===== config.mk =====
export PLATFORM = sky130hd
export DESIGN_NAME = water_level_encoder
export DESIGN_NICKNAME = d
export VERILOG_FILES = /design/src/rtl/water_level_encoder.sv
export SDC_FILE = /design/constraint.sdc
export NUM_CORES = 1
export LEC_CHECK = 0
export ABC_AREA = 1
export CAP_MARGIN = 20
export CORE_UTILIZATION = 50
export CTS_CLUSTER_DIAMETER = 100
export DETAILED_ROUTE_END_ITERATION = 8
export PLACE_DENSITY = 0.7
export SYNTH_ARGS = -nofsm -noshare
export SYNTH_HDL_FRONTEND = slang
export SYNTH_SLANG_ARGS = --single-unit

===== constraint.sdc =====
create_clock -name clk -period 4.9 [get_ports clk]
set_clock_uncertainty 0.1 [all_clocks]
set_input_delay 0.98 -clock clk [delete_from_list [all_inputs] [get_ports clk]]
set_output_delay 0.98 -clock clk [all_outputs]
set_load 0.05 [all_outputs]

===== src/rtl/water_level_encoder.sv =====
// water_level_encoder
//
// Front end of the tank water-level display path. The three float switches
// are synchronized, debounced and checked for a legal fill pattern. The
// result is a registered 2-bit level code for the downstream 7-segment level
// decoder, plus a sticky sensor-fault indication and a hysteresis pump
// request.
//
// Parameters:
//   DEBOUNCE_CYCLES  stable-sample count before a sensor vector is accepted (>= 2)
//   FAULT_CYCLES     tolerance for an illegal accepted vector before FAULT (>= 1)
//
// Ports:
//   clk         in   system clock, rising edge
//   rst_n       in   asynchronous active-low reset
//   SensorLow   in   low float switch (async), 1 = water present
//   SensorMid   in   mid float switch (async), 1 = water present
//   SensorHigh  in   high float switch (async), 1 = water present
//   ClearFault  in   synchronous fault-clear request, level-sampled
//   Bit1        out  level code bit 1
//   Bit0        out  level code bit 0
//   Valid       out  Bit1/Bit0 reflect a current, legal, debounced level
//   Fault       out  sticky sensor-fault indication
//   PumpOn      out  pump request
//
// Level code (Bit1, Bit0) from accepted vector {High, Mid, Low}:
//   000 -> 00 (empty, blank), 001 -> 10, 011 -> 01, 111 -> 11; all else illegal.

module water_level_encoder #(
    parameter int unsigned DEBOUNCE_CYCLES = 16,
    parameter int unsigned FAULT_CYCLES    = 8
) (
    input  logic clk,
    input  logic rst_n,
    input  logic SensorLow,
    input  logic SensorMid,
    input  logic SensorHigh,
    input  logic ClearFault,
    output logic Bit1,
    output logic Bit0,
    output logic Valid,
    output logic Fault,
    output logic PumpOn
);

    localparam int unsigned NW = (DEBOUNCE_CYCLES > 2) ? $clog2(DEBOUNCE_CYCLES) : 1;
    localparam int unsigned FW = $clog2(FAULT_CYCLES + 1);

    localparam logic [NW-1:0] N_MAX   = NW'(DEBOUNCE_CYCLES - 1);
    localparam logic [FW-1:0] F_LIMIT = FW'(FAULT_CYCLES);

    typedef enum logic [1:0] {
        ST_NORMAL,
        ST_SUSPECT,
        ST_FAULT
    } state_t;

    // ------------------------------------------------------------------
    // Helpers
    // ------------------------------------------------------------------
    function automatic logic is_legal(input logic [2:0] v);
        return (v == 3'b000) || (v == 3'b001) || (v == 3'b011) || (v == 3'b111);
    endfunction

    function automatic logic [1:0] encode(input logic [2:0] v);
        logic [1:0] c;
        c = 2'b00;
        case (v)
            3'b001:  c = 2'b10;
            3'b011:  c = 2'b01;
            3'b111:  c = 2'b11;
            default: c = 2'b00;
        endcase
        return c;
    endfunction

    // ------------------------------------------------------------------
    // Two-flop synchronizer
    // ------------------------------------------------------------------
    logic [2:0] sync_q1;
    logic [2:0] sync_q2;
    // Shift-in of ones marking when sync_q2 holds a real post-reset sample.
    logic [1:0] sync_fill;
    logic       samp_valid;

    always_ff @(posedge clk or negedge rst_n) begin
        if (!rst_n) begin
            sync_q1   <= '0;
            sync_q2   <= '0;
            sync_fill <= '0;
        end else begin
            sync_q1   <= {SensorHigh, SensorMid, SensorLow};
            sync_q2   <= sync_q1;
            sync_fill <= {sync_fill[0], 1'b1};
        end
    end

    assign samp_valid = sync_fill[1];

    // ------------------------------------------------------------------
    // Debounce
    // ------------------------------------------------------------------
    logic [2:0]    cand;
    logic [NW-1:0] cnt;
    logic          cand_loaded;
    logic [2:0]    acc_vec;
    logic          accept;
    logic [2:0]    a_next;

    // The candidate is only loaded from genuine post-reset samples, so the
    // reset value of the synchronizer is never mistaken for a stable input;
    // this gives reset release the same latency as any sensor change.
    always_ff @(posedge clk or negedge rst_n) begin
        if (!rst_n) begin
            cand        <= '0;
            cnt         <= '0;
            cand_loaded <= 1'b0;
            acc_vec     <= '0;
        end else if (samp_valid) begin
            if (!cand_loaded || (sync_q2 != cand)) begin
                cand        <= sync_q2;
                cnt         <= '0;
                cand_loaded <= 1'b1;
            end else if (cnt != N_MAX) begin
                cnt <= cnt + NW'(1);
            end else begin
                acc_vec <= cand;
            end
        end
    end

    assign accept = samp_valid && cand_loaded && (sync_q2 == cand) && (cnt == N_MAX);

    // Value the accepted vector takes after this edge; the FSM acts on it so
    // outputs update on the same edge as the accept event.
    assign a_next = accept ? cand : acc_vec;

    // ------------------------------------------------------------------
    // Level FSM with registered outputs
    // ------------------------------------------------------------------
    state_t        state;
    logic [FW-1:0] fcnt;
    logic          legal_next;
    logic [1:0]    code_next;
    logic          pump_next;

    assign legal_next = is_legal(a_next);
    assign code_next  = encode(a_next);

    // Hysteresis: run when empty, stop when full, otherwise keep request.
    always_comb begin
        pump_next = PumpOn;
        if (a_next == 3'b000) begin
            pump_next = 1'b1;
        end else if (a_next == 3'b111) begin
            pump_next = 1'b0;
        end
    end

    always_ff @(posedge clk or negedge rst_n) begin
        if (!rst_n) begin
            state  <= ST_NORMAL;
            fcnt   <= '0;
            Bit1   <= 1'b0;
            Bit0   <= 1'b0;
            Valid  <= 1'b0;
            Fault  <= 1'b0;
            PumpOn <= 1'b0;
        end else begin
            case (state)
                ST_NORMAL: begin
                    if (accept) begin
                        if (legal_next) begin
                            Bit1   <= code_next[1];
                            Bit0   <= code_next[0];
                            Valid  <= 1'b1;
                            PumpOn <= pump_next;
                        end else begin
                            state <= ST_SUSPECT;
                            fcnt  <= '0;
                            Valid <= 1'b0;
                        end
                    end
                end

                ST_SUSPECT: begin
                    // A legal accept wins over the fault timeout on the same edge.
                    if (legal_next) begin
                        state  <= ST_NORMAL;
                        Bit1   <= code_next[1];
                        Bit0   <= code_next[0];
                        Valid  <= 1'b1;
                        PumpOn <= pump_next;
                    end else if (fcnt == F_LIMIT) begin
                        state  <= ST_FAULT;
                        Fault  <= 1'b1;
                        Bit1   <= 1'b0;
                        Bit0   <= 1'b0;
                        Valid  <= 1'b0;
                        PumpOn <= 1'b0;
                    end else begin
                        fcnt <= fcnt + FW'(1);
                    end
                end

                ST_FAULT: begin
                    if (ClearFault && legal_next) begin
                        state  <= ST_NORMAL;
                        Fault  <= 1'b0;
                        Bit1   <= code_next[1];
                        Bit0   <= code_next[0];
                        Valid  <= 1'b1;
                        PumpOn <= pump_next;
                    end
                end

                default: begin
                    state <= ST_NORMAL;
                end
            endcase
        end
    end

endmodule


==> flow_metrics.env <==
export IMPL_grtUsageTotal_pct=19.03
export IMPL_sw_frac_of_total_pct=28.92
export IMPL_ir_drop_uv=173.6
export IMPL_drcViolationCount=0
export IMPL_pwr_share_clk_pct=31.2
export IMPL_wl_microns=2528
export IMPL_vias=1118
export IMPL_p_per_area_nw_per_um2=287.6
export IMPL_syn2layout_area_growth_pct=13.21
export IMPL_wl_per_cell_microns=11.19
export IMPL_grt_max_degree=31
export IMPL_path_cells="clkdlybuf4s50_1"
export IMPL_tritoncts="built"
export IMPL_fin_crit_sh_pct=53.05
export IMPL_cp_arrival_ns=1.52
export IMPL_die_x_microns=57.23
export IMPL_dpl_cell_count=218
export IMPL_syn_avg_cell_area_sq_um=8.617
export IMPL_portBuffers=10
export IMPL_cp_top_family="buffers and inverters"
export IMPL_ys_seq_area_share_pct=49.22
export IMPL_syn_area_sq_um=1525
export IMPL_p_leak_nw=0.8709
export IMPL_insertion_delay_ns=0.33
export IMPL_final_max_slew_viol_count=0
export IMPL_fin_tns_setup_ns=0
export IMPL_clock_path_buffers=2
export IMPL_syn_nets=186
export IMPL_initial_utilization_pct=53.91
export IMPL_hold_violations=0
export IMPL_clk_pin_slew_worst_paths_ns=0.09
export IMPL_pwr_share_comb_pct=14.3
export IMPL_fin_nets=203
export IMPL_drt_first_pass_iters=4
export IMPL_num_rows=19
export IMPL_yosysWarnings=0
export IMPL_critPathRequiredTime_ns=3.82
export IMPL_synth_seq_cells=30
export IMPL_die_area_sq_um=3275
export IMPL_cts_sinks=30
export IMPL_crit_type="register to primary output"
export IMPL_max_stage_delay_ns=0.81
export IMPL_final_common_cell="nand2_1"
export IMPL_finalPower_uw=496.5
export IMPL_cp_max_fo=3
export IMPL_cts_buffers=5
export IMPL_core_sq_um=2829
export IMPL_postCtsSetupRepairBufs=0
export IMPL_rsz0062_at_grt="false"
export IMPL_grt_overflow=0
export IMPL_ant_nets=0
export IMPL_drive_gt1_share_pct=16.92
export IMPL_grt_pass1_vias=1087
export IMPL_start_kind="register"
export IMPL_crit_slowest_cell="clkdlybuf4s50_1"
export IMPL_instances_no_fill=226
export IMPL_drt_iter0_markers=42
export IMPL_cts_hold_buf=0
export IMPL_hold_class="register to register"
export IMPL_whs_ns=0.2558
export IMPL_dp_hpwl_microns=1852
export IMPL_final_cell_mix="46 x nand2_1, 30 x dfrtp_1, 22 x inv_1"
export IMPL_endpoint_kind="primary output"
export IMPL_synthDistinctLibCells=26
export IMPL_internal_power_uw=352.9
export IMPL_syn_instance_count=177
export IMPL_num_antenna_cells=0
export IMPL_viasPerCell=4.947
export IMPL_cts_resized=0
export IMPL_globalplace_congestion=0.7634
export IMPL_grt_first_pass_wirelength_microns=4671
export IMPL_cp_buffers_inverters=1
export IMPL_p_seq_share_pct=54.5
export IMPL_cts_root_buf="clkbuf_4"
export IMPL_period_needed_ns=2.600
export IMPL_fmax_ghz=0.3847
export IMPL_setup_violations=0
export IMPL_status="complete, no violations"
export IMPL_cts_htree_levels=2
export IMPL_maxCapViolCount=0
export IMPL_die_y_microns=57.23
export IMPL_p_switching_uw=143.6
export IMPL_antenna_found_initial=0
export IMPL_ios=11
## cells by family after synthesis
| kind of cell | Yosys count | share of synthesized area (%) |
|---|---|---|
| adders and majority gates | 3 | 2.461 |
| other | 1 | 0.2459 |
| AOI/OAI and AO/OA | 15 | 5.249 |
| xor gates and xnor gates | 2 | 1.149 |
| buffers and inverters | 27 | 6.726 |
| muxes | 1 | 0.6563 |
| and+or+nand+nor | 98 | 34.29 |
| DFF | 30 | 49.22 |
## area by class of cell
class                   instances  area (sq um)
well taps                      31         38.79
clock inverters                 1         5.005
multi-input cells             120         671.9
fillers                       249          1102
inverters                      26         97.59
repair buffers                 11         107.6
clock buffers                   7         55.05
flip-flops and latches         30         750.7
## path summary, 6_finish.rpt
path                       startpoint         end  slack (ns)  depth (start not counted)
setup / recovery               PumpOn      PumpOn        2.30                          1
hold / removal             sync_q1[1]  sync_q2[1]        0.26                          0
setup reg to reg               cnt[0]        Bit1        2.84                         12
hold reg to reg            sync_q1[1]  sync_q2[1]        0.26                          0
max in group asynchronous       rst_n  acc_vec[2]        3.48                          2
min in group asynchronous       rst_n      cnt[2]        0.94                          2
## synth_stat cells
cell type	number	share of area [%]
nor2_4	3	2.2
nor2_1	8	2.0
xor2_1	1	0.57
nand3_1	15	4.9
ha_1	3	2.5
o21ai_0	7	2.3
mux2i_1	1	0.66
nand2_1	46	11
conb_1	1	0.25
nand3_2	1	0.66
nand2_2	10	4.1
nor2_2	1	0.41
xnor2_1	1	0.57
nor3_1	1	0.33
o31ai_1	2	0.98
nor3b_2	1	0.82
inv_2	4	0.98
inv_1	22	5.4
buf_2	1	0.33
dfrtp_1	30	49
o21ai_1	3	0.98
nand3_4	1	1.1
nand4_1	7	2.9
nand2_4	3	2.2
a21oi_1	3	0.98
nor2_8	1	1.3
## power by group through the flow
| stage | Clock, mW | Sequential (mW) | Combinational, mW |
|---|---|---|---|
| 6_report | 0.155 | 0.271 | 0.0709 |
| 5_1_grt | 0.169 | 0.273 | 0.0797 |
| 4_1_cts | 0.161 | 0.271 | 0.0718 |
| 3_5_place_dp | 0 | 0.276 | 0.0716 |
| 3_3_place_gp | 0 | 0.274 | 0.0705 |
| 2_1_floorplan | 0 | 0.284 | 0.0404 |
## metal layers
layer / up-vias / global-route usage [%] / share of wire, %
met5: - / 0 / 0
met2: 12 / 29.92 / 45
li1: 590 / - / -
met3: 6 / 6.803 / 3.3
met4: 0 / 7.317 / 1.8
met1: 510 / 24.18 / 50
## flip-flops by register name, summed over array words and instances (netlist names), 2 cells and up
name / count
cand: 3
sync_q2: 3
acc_vec: 3
cnt: 4
fcnt: 4
sync_fill: 2
state: 2
sync_q1: 3
## metrics by stage
stage / utilization (%) / setup slack, ns / area (sq um)
finish: 61.03 / 2.300 / 1727
global route: 61.03 / 2.236 / 1727
CTS: 61.03 / 2.284 / 1727
detailed placement: 58.91 / 2.659 / 1667
global placement: 58.91 / 2.680 / 1667
floorplan: - / 3.080 / 1525
No activity file was read; power rests on OpenSTA's default activity.
